===== config.mk =====
export PLATFORM = sky130hd
export DESIGN_NAME = dc_blocker_mc
export DESIGN_NICKNAME = d
export VERILOG_FILES = /design/src/rtl/dc_blocker_mc.sv
export SDC_FILE = /design/constraint.sdc
export NUM_CORES = 1
export LEC_CHECK = 0
export BUFFER_PORTS_ARGS = -buffer_cell sky130_fd_sc_hd__buf_2
export CAP_MARGIN = 25
export CELL_PAD_IN_SITES_DETAIL_PLACEMENT = 1
export CELL_PAD_IN_SITES_GLOBAL_PLACEMENT = 2
export CORE_MARGIN = 3
export CORE_UTILIZATION = 40
export DETAILED_ROUTE_END_ITERATION = 7
export GPL_TIMING_DRIVEN = 0
export PLACE_DENSITY = 0.85
export SLEW_MARGIN = 10
export SYNTH_ARGS = -nofsm -noshare
export SYNTH_HDL_FRONTEND = slang
export SYNTH_SLANG_ARGS = --single-unit

===== constraint.sdc =====
create_clock -name clk -period 6.6 [get_ports clk]
set_clock_uncertainty 0.05 [all_clocks]
set_input_delay 0.33 -clock clk [delete_from_list [all_inputs] [get_ports clk]]
set_output_delay 0.33 -clock clk [all_outputs]
set_load 0.005 [all_outputs]

===== src/rtl/dc_blocker_mc.sv =====
// rtl/dc_blocker_mc.sv - multi-channel decimated DC baseline estimator/subtractor (option: DC_BLOCKER_MC_SAT_EN saturates the difference)
module dc_blocker_mc #(
    parameter int CH       = 4,
    parameter int WIDTH    = 14,
    parameter int WIN_LOG2 = 10,
    parameter int SKIP_W   = 30
) (
    input  logic                  clk,
    input  logic                  reset,
    input  logic                  sample_en,
    input  logic [SKIP_W-1:0]     skip,
    input  logic [CH*WIDTH-1:0]   data_in,
    input  logic [CH-1:0]         freeze,
    output logic [CH*WIDTH-1:0]   data_out,
    output logic                  out_valid,
    output logic [CH*WIDTH-1:0]   baseline_out,
    output logic [CH-1:0]         baseline_valid
);

    localparam int ACC_W = WIDTH + WIN_LOG2;
    localparam logic [WIN_LOG2-1:0] CNT_LAST = '1;
    localparam logic [WIN_LOG2-1:0] CNT_ONE  = WIN_LOG2'(1);
    localparam logic [SKIP_W-1:0]   SK_ONE   = SKIP_W'(1);

    logic signed [ACC_W-1:0] acc      [CH];
    logic [WIN_LOG2-1:0]     cnt      [CH];
    logic [WIDTH-1:0]        baseline [CH];
    logic [SKIP_W-1:0]       sk;

    logic signed [ACC_W-1:0] sum      [CH];
    logic [WIDTH-1:0]        diff     [CH];
    logic                    accept;

    assign accept = sample_en && (sk == '0);

    always_comb begin
        for (int c = 0; c < CH; c++) begin
            logic [WIDTH-1:0] xs;
            xs     = data_in[c*WIDTH +: WIDTH];
            sum[c] = acc[c] + $signed({{WIN_LOG2{xs[WIDTH-1]}}, xs});
`ifdef DC_BLOCKER_MC_SAT_EN
            begin
                logic [WIDTH:0] d;
                d = {xs[WIDTH-1], xs} - {baseline[c][WIDTH-1], baseline[c]};
                // Top two bits disagree only when the difference left the WIDTH range.
                if (d[WIDTH] != d[WIDTH-1])
                    diff[c] = d[WIDTH] ? {1'b1, {(WIDTH-1){1'b0}}} : {1'b0, {(WIDTH-1){1'b1}}};
                else
                    diff[c] = d[WIDTH-1:0];
            end
`else
            diff[c] = xs - baseline[c];
`endif
        end
    end

    always_comb begin
        baseline_out = '0;
        for (int c = 0; c < CH; c++)
            baseline_out[c*WIDTH +: WIDTH] = baseline[c];
    end

    always_ff @(posedge clk) begin
        if (reset) begin
            sk             <= '0;
            out_valid      <= 1'b0;
            data_out       <= '0;
            baseline_valid <= '0;
            for (int c = 0; c < CH; c++) begin
                acc[c]      <= '0;
                cnt[c]      <= '0;
                baseline[c] <= '0;
            end
        end else begin
            out_valid <= sample_en;
            if (sample_en) begin
                sk <= (sk == '0) ? skip : sk - SK_ONE;
                for (int c = 0; c < CH; c++) begin
                    data_out[c*WIDTH +: WIDTH] <= diff[c];
                    // A frozen channel holds acc/cnt, stretching its window rather than shortening it.
                    if (accept && !freeze[c]) begin
                        if (cnt[c] == CNT_LAST) begin
                            baseline[c]       <= sum[c][ACC_W-1:WIN_LOG2];
                            acc[c]            <= '0;
                            cnt[c]            <= '0;
                            baseline_valid[c] <= 1'b1;
                        end else begin
                            acc[c] <= sum[c];
                            cnt[c] <= cnt[c] + CNT_ONE;
                        end
                    end
                end
            end
        end
    end

endmodule


==> results.md, run 1 <==
- Nets: 2393
- Post-DRT Antenna Nets: 0
- Post-synthesis register bit count: 283
- Root buffer cell: clkbuf_16
- Die ar.: around 47000 sq um
- Crit path launch type: register
- # setup viols final: 0
- Pwr/cell area: 306.8 nW/um^2
- Via density per instance: 5.465
- Total gr overflow: 0
- Crit-path cells: nor3_1 -> and2_0 -> nand3_1 -> nor2_4 -> buf_2 -> nand2_1 -> nor2_1 -> or2_2
- FF-to-FF End: acc[0][22]
- Slew Limit Fails: 0
- CP max stage cell: or2_2
- List of most frequent post-synthesis cells: 317 x nor2_1, 192 x edfxtp_1, 150 x ha_1
- Status: finished clean
- Setup repair after global routing missed its margin: false
- Largest net degree at the start of global routing: 35
- Slowest stage delay, CP: 0.76 ns
- Initial antenna violation count: 6
- Relative slew margins: 0.3012
- Post-CTS setup buffers: 0
- Crit path from: sk[2]
- IO buf count: 208
- Total CTS buffers: 37
- Top achievable clock speed: 238.5 MHz
- YS warnings: 0
- MaxCap Viol Count: 0
- Required time worst endpoint: 6.71 ns
- Placed insts: between 2000 and 3000
- Post-synth EDFFs: 192
- Vias in the first global route: 15910
- Post-route minimum period: ~4.2 ns
- Area growth from synthesis to layout: 17.69%
- H-tree Lvls: 2
- Endpoints failing hold: 0
- Clock Latency Late Sink: 0.55 ns
- Die height: 216.8 um
- Drt wl/cell: approximately 21 um
- CP Capture Type: register
- Fillers: 5102
- Final worst-path cycle share: 0.6352
- Share of cells above drive strength 1: 0.1481
- Sink Count: 283
- Flop2flop setup slack: 2.41 ns
- Top_reg_cell synth: edfxtp_1
- Post-cts resize count: 0
- # hold bufs at CTS: 1
- Synth top area share: 0.3243
- Count leader, synth: nor2_1
- HPWL after DPL: 43680 um
- CTS tree: built
- Starting Density: 0.4091
- I/O Pins: 210
- DRC viols: 0
- Critical path capture point: acc[0][22]
- Clk pin slew, worst setup/hold paths: roughly 0.06 ns
- DR iter-0 viols: 830
- Critical path class: reg -> reg
- Cell count of the worst reg-to-reg path: 8
- Core area: around 43000 sq um
- Synth top area cells: edfxtp_1 32%, ha_1 11%, dfxtp_1 10%, nor2_1 6.7%, xnor2_1 4.8%
- Critical R2R Launch: sk[2]
- Setup TNS: 0 ns
- Min-Delay Path Class: in -> reg
- P_leak: 8.817 nW
- Asr flop ratio synth: 0
- Gr usage total: 0.2442
- Syn nets: 2140
- Syn Area/Cell: approximately 9.4 sq um
- Core Rows: 76
- CTS Buffer Depth: 3
- Mapped Cells: 1889
- Post-synthesis cell area: 17780 sq um
- Synth cell types: 74
- Utilization after layout: 0.4815
- RePlAce Congestion: between 0.8 and 0.9
- Worst path arrival time: 4.30 ns
- Peak supply drop: around 0.00013 V
- DR pass1 iterations: 4
- Crit Path Max Fanout: 34
- Global-route wire length before repair: 90400 um
- Final wirelength: 57690 um
- Die Wd: roughly 220 um
- Slew @ Worst Pin: 1.048 ns
- Sequential fraction of the synthesis area: 0.4268
- Final non-filler cell total: 2758
- Synth area leader: edfxtp_1
- Via count: 15070
cell type report:
class | count | area [sq um] | area share
multi-input combinational | 1448 | 9564 | 0.4571
clock buffer | 52 | 1099 | 0.05250
inverter | 100 | 375.4 | 0.01794
tap | 585 | 732.0 | 0.03498
clock inverter | 13 | 112.6 | 0.005382
buffer | 58 | 289.0 | 0.01381
sequential | 283 | 7587 | 0.3626
antenna | 5 | 12.51 | 0.0005980
timing repair buffer | 214 | 1152 | 0.05507
critical path: cells and delay by family, from the launching register on:
kind          cells  cell delay (ns)
simple gates      7             3.05
flops             1             0.37
buf+inv           1             0.31
power breakdown:
part	switching, W	total (W)	internal [W]
clock	0.000803	0.00204	0.00124
combinational	0.00129	0.00210	0.000810
sequential	0.000157	0.00228	0.00212
cell families (layout without fill, tap and decap cells):
group | count (synthesis) | after routing | synth area share
AOI/OAI and AO/OA | 442 | 442 | 0.1565
muxes | 22 | 22 | 0.01246
buffers and inverters | 158 | 437 | 0.03737
and+or+nand+nor | 665 | 665 | 0.1730
other | 0 | 5 | 0
xor gates and xnor gates | 161 | 161 | 0.07932
adders and majority gates | 158 | 158 | 0.1146
DFF | 283 | 283 | 0.4268
per-layer routing:
layer / wire [um] / vias up / global-route usage
met5: 11 / - / 0
met4: 1774 / 2 / 0.08350
met3: 2471 / 92 / 0.03882
met2: 27150 / 254 / 0.4098
met1: 26280 / 7456 / 0.3223
li1: - / 7269 / -
registers in the layout (all words and copies together), names as in the netlist:
signal,count
acc,96
out_valid,1
cnt,40
data_out,56
sk,30
baseline_valid,4
baseline,56
stage by stage:
step | instance area, sq um | power (W) | setup slack [ns] | hold slack, ns
after floorplan | 17780 | 0.003758 | 2.652 | 0.3883
after global placement | 19550 | 0.004296 | 0.7842 | 0.3892
after detailed placement | 19690 | 0.004374 | 2.459 | 0.4068
after CTS | 20910 | 0.006457 | 2.413 | 0.007471
after global routing | 20920 | 0.006813 | 2.129 | 0.04362
final | 20920 | 0.006418 | 2.408 | 0.04313
cells in the final DEF (no fill, tap or decap), types with 7 or more instances in the layout:
cell         n
a211oi_1    36
a21o_1      33
a21oi_1    125
a31oi_1     19
and3_1      19
buf_2      225
clkbuf_1    38
clkbuf_16   42
clkinv_2     7
dfxtp_1     91
edfxtp_1   192
fa_1         8
ha_1       150
inv_1      100
mux2i_1     21
nand2_1    127
nand2b_1    19
nand3_1     49
nand4_1      7
nor2_1     317
nor2_4      11
nor2b_1     27
nor3_1      35
nor4_1      10
o211ai_1     8
o21a_1      31
o21ai_0     98
o21bai_1     7
o22ai_1     13
o31ai_1     14
or3_1       10
xnor2_1     98
xor2_1      63
how the worst min path moves through the flow:
stage	start	to	cells after the start
final	skip[2]	sk[2]	3
after global routing	skip[6]	sk[6]	3
after CTS	skip[2]	sk[2]	3
after detailed placement	data_out[39]	data_out[39]	2
after global placement	data_out[39]	data_out[39]	2
after floorplan	sk[23]	sk[23]	2
Power figures use the tool's default switching activity.
==> run 2, diff against run 1 <==
--- a/config.mk
+++ b/config.mk
@@ -10,10 +10,10 @@
 export CELL_PAD_IN_SITES_DETAIL_PLACEMENT = 1
 export CELL_PAD_IN_SITES_GLOBAL_PLACEMENT = 2
 export CORE_MARGIN = 3
-export CORE_UTILIZATION = 40
+export CORE_UTILIZATION = 34
 export DETAILED_ROUTE_END_ITERATION = 7
 export GPL_TIMING_DRIVEN = 0
-export PLACE_DENSITY = 0.85
+export PLACE_DENSITY = 0.77
 export SLEW_MARGIN = 10
 export SYNTH_ARGS = -nofsm -noshare
 export SYNTH_HDL_FRONTEND = slang
==> constraint.sdc (replaced) <==
create_clock -name clk -period 3.5 [get_ports clk]
set_clock_uncertainty 0.05 [all_clocks]
set_input_delay 0.175 -clock clk [delete_from_list [all_inputs] [get_ports clk]]
set_output_delay 0.175 -clock clk [all_outputs]
set_load 0.005 [all_outputs]
==> run 2 against run 1 <==
Against the previous run: sequential share of layout area down 0.87 points; sequential power increased by 89%; wire length grew 3.7%; non-clock buffer count is 40 higher; power rose by 88%; design area grew 2.4%; critical endpoint is now cnt[0][5].
==> results.md, run 2 (synthesized netlist as in run 1, its figures left out) <==
- Area growth from synthesis to layout: 20.57%
- Slew Limit Fails: 0 (unchanged)
- Relative slew margins: 0.2819 (-0.01924)
- Critical path class: reg -> reg
- Setup TNS: 0 ns (unchanged)
- Final non-filler cell total: 2889 (+4.7%)
- DR iter-0 viols: 798 (-3.9%)
- Crit-path cells: or4_4 -> nor3_1 -> nand3_2 -> nor2_4 -> buf_2 -> nand2_4 -> nor2_2 -> or2_4
- H-tree Lvls: 2 (unchanged)
- RePlAce Congestion: 0.8326 (-5.9%)
- Required time worst endpoint: 3.66 ns (-3.05 ns)
- Peak supply drop: 0.0002469 V (+88%)
- Die height: 234.7 um (+8.2%)
- Crit path launch type: register
- Share of cells above drive strength 1: 0.1508 (+0.002752)
- Reg power frac: 0.357 (about the same)
- Crit Path Max Fanout: 17 (-50%)
- Clock share of power: 0.306 (-0.012)
- Total gr overflow: 0 (unchanged)
- MaxCap Viol Count: 0 (unchanged)
- Net Sw Power: 0.004288 W (+91%)
- Critical R2R Launch: sk[24]
- DR pass1 iterations: 5 (+1)
- Top achievable clock speed: 300.5 MHz (+26%)
- Final wirelength: 59830 um (+3.7%)
- DRC viols: 0 (unchanged)
- Clock Latency Late Sink: 0.54 ns (about the same)
- Largest register FFs: 96 (unchanged)
- Initial antenna violation count: 3 (-3)
- CP Capture Type: register
- Largest net degree at the start of global routing: 25 (-29%)
- Most frequent cells in the layout: 316 x nor2_1, 225 x buf_2, 192 x edfxtp_1
- Worst Hold Depth: 4 (+1)
- Sink Count: 283 (unchanged)
- Slew @ Worst Pin: 1.077 ns (+0.02886 ns)
- CTS Buffer Depth: 3 (unchanged)
- Hold path start: skip[12]
- Min-Delay Path Class: in -> reg
- Nets: 2433 (+1.7%)
- Internal Power: 0.007784 W (+87%)
- Status: finished clean
- Global-route wire length before repair: 92630 um (+2.5%)
- Via count: 15190 (+0.80%)
- Core area: 51510 sq um (+19%)
- Via density per instance: 5.259 (-3.8%)
- Die Wd: 234.7 um (+8.2%)
- Total power: 0.01207 W (+88%)
- Pwr/cell area: 563.2 nW/um^2 (+84%)
- HPWL after DPL: 45230 um (+3.5%)
- Top flop regs: acc: 96 flops, baseline: 56 flops, data_out: 56 flops
- CP max stage cell: or4_4
- # setup viols final: 0 (unchanged)
- Sw Share: 0.3552 (+0.005356)
- Register Area: 7587 sq um (unchanged)
- Power share of the combinational group: 0.338 (+0.011)
- Commonest non-fill, non-tap cell in the layout: nor2_1
- Largest Register: acc
- Root buffer cell: clkbuf_16
- Endpoints failing hold: 0 (unchanged)
- Fillers: 6011 (+18%)
- FF-to-FF End: cnt[0][5]
- Clk pin slew, worst setup/hold paths: 0.06 ns (about the same)
- Utilization after layout: 0.4161 (-0.06534)
- Slowest stage delay, CP: 0.59 ns (-0.17 ns)
- P_leak: 8.975 nW (+1.8%)
- IO buf count: 208 (unchanged)
- Core Rows: 83 (+9.2%)
- Starting Density: 0.3451 (-0.06396)
- Worst path arrival time: 3.49 ns (-0.81 ns)
- Drt wl/cell: 20.71 um (-0.99%)
- Final worst-path cycle share: 0.9508 (+0.3156)
- Gr usage total: 0.2121 (-0.03215)
- Post-route minimum period: 3.328 ns (-0.8647 ns)
- Post-DRT Antenna Nets: 0 (unchanged)
- Total CTS buffers: 36 (-2.7%)
- Vias in the first global route: 15910 (-0.025%)
- CTS tree: built
- Flop2flop setup slack: 0.17 ns (-2.24 ns)
- Die ar.: 55070 sq um (+17%)
- Placed insts: 2781 (+3.5%)
- Worst Hold Endpoint: sk[12]
- I/O Pins: 210 (unchanged)
- Cell count of the worst reg-to-reg path: 8 (unchanged)
- Area of the multi-input gates: 9627 sq um (+0.65%)
## run 2: repair_timing
item,CTS,global route
buffers inserted,7,0
pin swaps,3,1
cloned,1,0
endpoints found under the setup margin,164,208
endpoints found under the hold margin,34,0
hold buffers,34,0
gates resized for setup,9,6
## run 2: per-stage QoR
step                hold slack [ns]  cell area (sq um)  worst slack (ns)
global route                0.08609              21440          -0.05313
global placement             0.3911              19670            -2.316
finish                      0.06823              21440            0.1723
floorplan                    0.2875              17780           -0.4483
CTS                         0.01790              21400           0.01670
detailed placement           0.4075              19790           -0.6826
## run 2: layer usage
layer,track usage,vias to the layer above,part of all wire
met1,0.2806,7484,0.46
met2,0.3578,276,0.47
met4,0.05268,4,0.021
met5,0,-,0.00057
met3,0.04002,77,0.044
li1,-,7352,-
## run 2: power groups by stage
stage,Sequential [W],Clock (W),Combinational (W)
5_1_grt,0.00435,0.00392,0.00456
4_1_cts,0.00430,0.00380,0.00405
2_1_floorplan,0.00428,0,0.00280
3_5_place_dp,0.00437,0,0.00394
6_report,0.00430,0.00369,0.00408
3_3_place_gp,0.00436,0,0.00382
## run 2: how the worst max path moves through the flow
stage                     cells after the start  startpoint    endpoint  slack, ns
after CTS                                     8      sk[24]   acc[0][2]       0.02
after detailed placement                      8      sk[13]  acc[0][19]      -0.68
after floorplan                               7       sk[8]   acc[1][0]      -0.45
after global placement                        7       sk[2]  acc[2][20]      -2.32
after global routing                          8      sk[24]   acc[0][2]      -0.05
final                                         8      sk[24]   cnt[0][5]       0.17
## run 2: cell type report
| class | instances | share of cell area |
|---|---|---|
| antenna | 1 | 0.0001167 |
| inverter | 100 | 0.01751 |
| multi-input combinational | 1449 | 0.4491 |
| clock inverter | 14 | 0.005428 |
| tap | 680 | 0.03969 |
| sequential | 283 | 0.3540 |
| clock buffer | 50 | 0.04786 |
| buffer | 58 | 0.01354 |
| timing repair buffer | 254 | 0.07279 |
## run 2: critical path: cells and delay by family, from the launching register on
kind | cells | cell delay [ns]
simple gates | 7 | 2.20
buf+inv | 1 | 0.35
flops | 1 | 0.38
==> run 3, diff against run 2 <==
--- a/config.mk
+++ b/config.mk
@@ -9,6 +9,7 @@
 export CAP_MARGIN = 25
 export CELL_PAD_IN_SITES_DETAIL_PLACEMENT = 1
 export CELL_PAD_IN_SITES_GLOBAL_PLACEMENT = 2
+export CORE_ASPECT_RATIO = 1.1
 export CORE_MARGIN = 3
 export CORE_UTILIZATION = 34
 export DETAILED_ROUTE_END_ITERATION = 7
==> run 3 against run 2 <==
Against the previous run: first-iteration DRC count is 4.5% lower; combinational power is essentially flat; core utilization rose by 0.11 points.
==> results.md, run 3 (synthesized netlist as in run 1, its figures left out) <==
- Initial antenna violation count: 4 (+1)
- Endpoints failing hold: 0 (unchanged)
- CP Capture Type: register
- Final wirelength: 58350 um (-2.5%)
- Share of cells above drive strength 1: 0.1524 (+0.001536)
- Nets: 2437 (+0.16%)
- Relative slew margins: 0.3138 (+0.03190)
- I/O Pins: 210 (unchanged)
- Vias in the first global route: 15650 (-1.7%)
- Largest Register: acc
- H-tree Lvls: 2 (unchanged)
- Clock Latency Late Sink: 0.55 ns (about the same)
- Setup TNS: 0 ns (unchanged)
- Cell count of the worst reg-to-reg path: 10 (+2)
- Min-Delay Path Class: in -> reg
- Final non-filler cell total: 2880 (-0.31%)
- Commonest non-fill, non-tap cell in the layout: nor2_1
- IO buf count: 208 (unchanged)
- Die height: 245.8 um (+4.8%)
- Total gr overflow: 0 (unchanged)
- # setup viols final: 0 (unchanged)
- Via density per instance: 5.235 (-0.45%)
- Slew Limit Fails: 0 (unchanged)
- Post-route minimum period: 3.274 ns (-0.05399 ns)
- Sink Count: 283 (unchanged)
- Placed insts: 2767 (-0.50%)
- Critical path class: reg -> reg
- Worst hold slack: 0.06556 ns (-0.002665 ns)
- Fillers: 5877 (-2.2%)
- DR iter-0 viols: 762 (-4.5%)
- Total CTS buffers: 37 (+2.8%)
- Largest net degree at the start of global routing: 22 (-12%)
- Clk pin slew, worst setup/hold paths: 0.06 ns (about the same)
- Slew @ Worst Pin: 1.029 ns (-0.04785 ns)
- MaxCap Viol Count: 0 (unchanged)
- Die ar.: 55070 sq um (about the same)
- RePlAce Congestion: 0.8161 (-2.0%)
- Starting Density: 0.3453 (about the same)
- Die Wd: 224.0 um (-4.5%)
- Global-route wire length before repair: 89810 um (-3.0%)
- Largest register FFs: 96 (unchanged)
- Most frequent cells in the layout: 316 x nor2_1, 225 x buf_2, 192 x edfxtp_1
- Top flop regs: acc: 96 flops, baseline: 56 flops, data_out: 56 flops
- Root buffer cell: clkbuf_16
- Setup ws final: 0.2263 ns (+0.05399 ns)
- Drt wl/cell: 20.26 um (-2.2%)
- Utilization after layout: 0.4172 (+0.001072)
- CTS Buffer Depth: 3 (unchanged)
- Final worst-path cycle share: 0.9353 (-0.01542)
- Core Rows: 87 (+4.8%)
- Required time worst endpoint: 3.74 ns (+0.08 ns)
- Peak supply drop: 0.0003254 V (+32%)
- P_leak: 9.003 nW (+0.31%)
- Setup repair after global routing missed its margin: false
- Worst path arrival time: 3.52 ns (+0.03 ns)
- Pwr/cell area: 562.0 nW/um^2 (-0.22%)
- Worst Hold Depth: 4 (unchanged)
- Worst slack at placement: -0.6715 ns (+0.01118 ns)
- CTS tree: built
- Crit Path Max Fanout: 3 (-14)
- Core area: 51490 sq um (about the same)
- Post-DRT Antenna Nets: 0 (unchanged)
- Via count: 15080 (-0.76%)
- Crit path launch type: register
- Area growth from synthesis to layout: 20.83%
- Gr usage total: 0.2086 (-0.003482)
- Top achievable clock speed: 305.5 MHz (+1.6%)
- DRC viols: 0 (unchanged)
- HPWL after DPL: 44850 um (-0.85%)
- Status: finished clean
- DR pass1 iterations: 5 (unchanged)
==> run 3: cell types whose count changed in the layout (fill, tap and decap cells not counted), moves of 2 or more <==
cell      delta
a31oi_1      -2
clkinv_2     +3
buf_12       +2
a31oi_2      +2
==> run 3: final cells by class <==
class / count / area, sq um / share of cell area
multi-input combinational: 1449 / 9641 / 0.4488
sequential: 283 / 7587 / 0.3532
timing repair buffer: 257 / 1619 / 0.07537
clock buffer: 51 / 1018 / 0.04741
tap: 667 / 834.6 / 0.03885
inverter: 100 / 375.4 / 0.01747
buffer: 58 / 290.3 / 0.01351
clock inverter: 14 / 113.9 / 0.005300
antenna: 1 / 2.502 / 0.0001165
==> run 3: per-layer routing <==
metal | GRT usage | up-vias | share of wire
li1 | - | 7367 | -
met1 | 0.2748 | 7363 | 0.46
met2 | 0.3580 | 265 | 0.48
met3 | 0.03582 | 76 | 0.044
met4 | 0.04817 | 6 | 0.020
met5 | 0 | - | 0.00070
==> run 3: where the power goes <==
part | total [W] | internal [W] | switching, W
Combinational | 0.00405 | 0.00161 | 0.00245
Sequential | 0.00431 | 0.00400 | 0.000308
Clock | 0.00371 | 0.00217 | 0.00153
==> run 3: worst paths after layout <==
| path | from | to | slack [ns] |
|---|---|---|---|
| min | data_in[14] | acc[1][0] | 0.07 |
| max | acc[3][0] | baseline[3][8] | 0.23 |
| min reg2reg | baseline_valid[0] | baseline_valid[0] | 0.42 |
| max reg2reg | acc[3][0] | baseline[3][8] | 0.23 |
==> run 3: stage by stage <==
step	power (W)	area, sq um
after floorplan	0.007087	17780
after global placement	0.008172	19650
after detailed placement	0.008286	19770
after CTS	0.01213	21360
after global routing	0.01281	21480
final	0.01207	21480
==> run 3: critical path, stage by stage (launching register included) <==
cell      delay, ns
edfxtp_1       0.36
ha_1           0.23
fa_1           0.43
a21oi_1        0.27
o21ai_0        0.24
a211oi_1       0.34
o21ai_0        0.23
o311ai_2       0.37
nand2b_1       0.11
xnor2_1        0.30
nor2_1         0.09
==> run 3: repair_timing <==
action,in CTS,in global routing
cloned,1,0
setup buffers,6,5
pin swaps,2,0
resized for setup,9,9
setup endpoints to repair,164,179
hold buffers,35,0
hold endpoints to repair,36,0
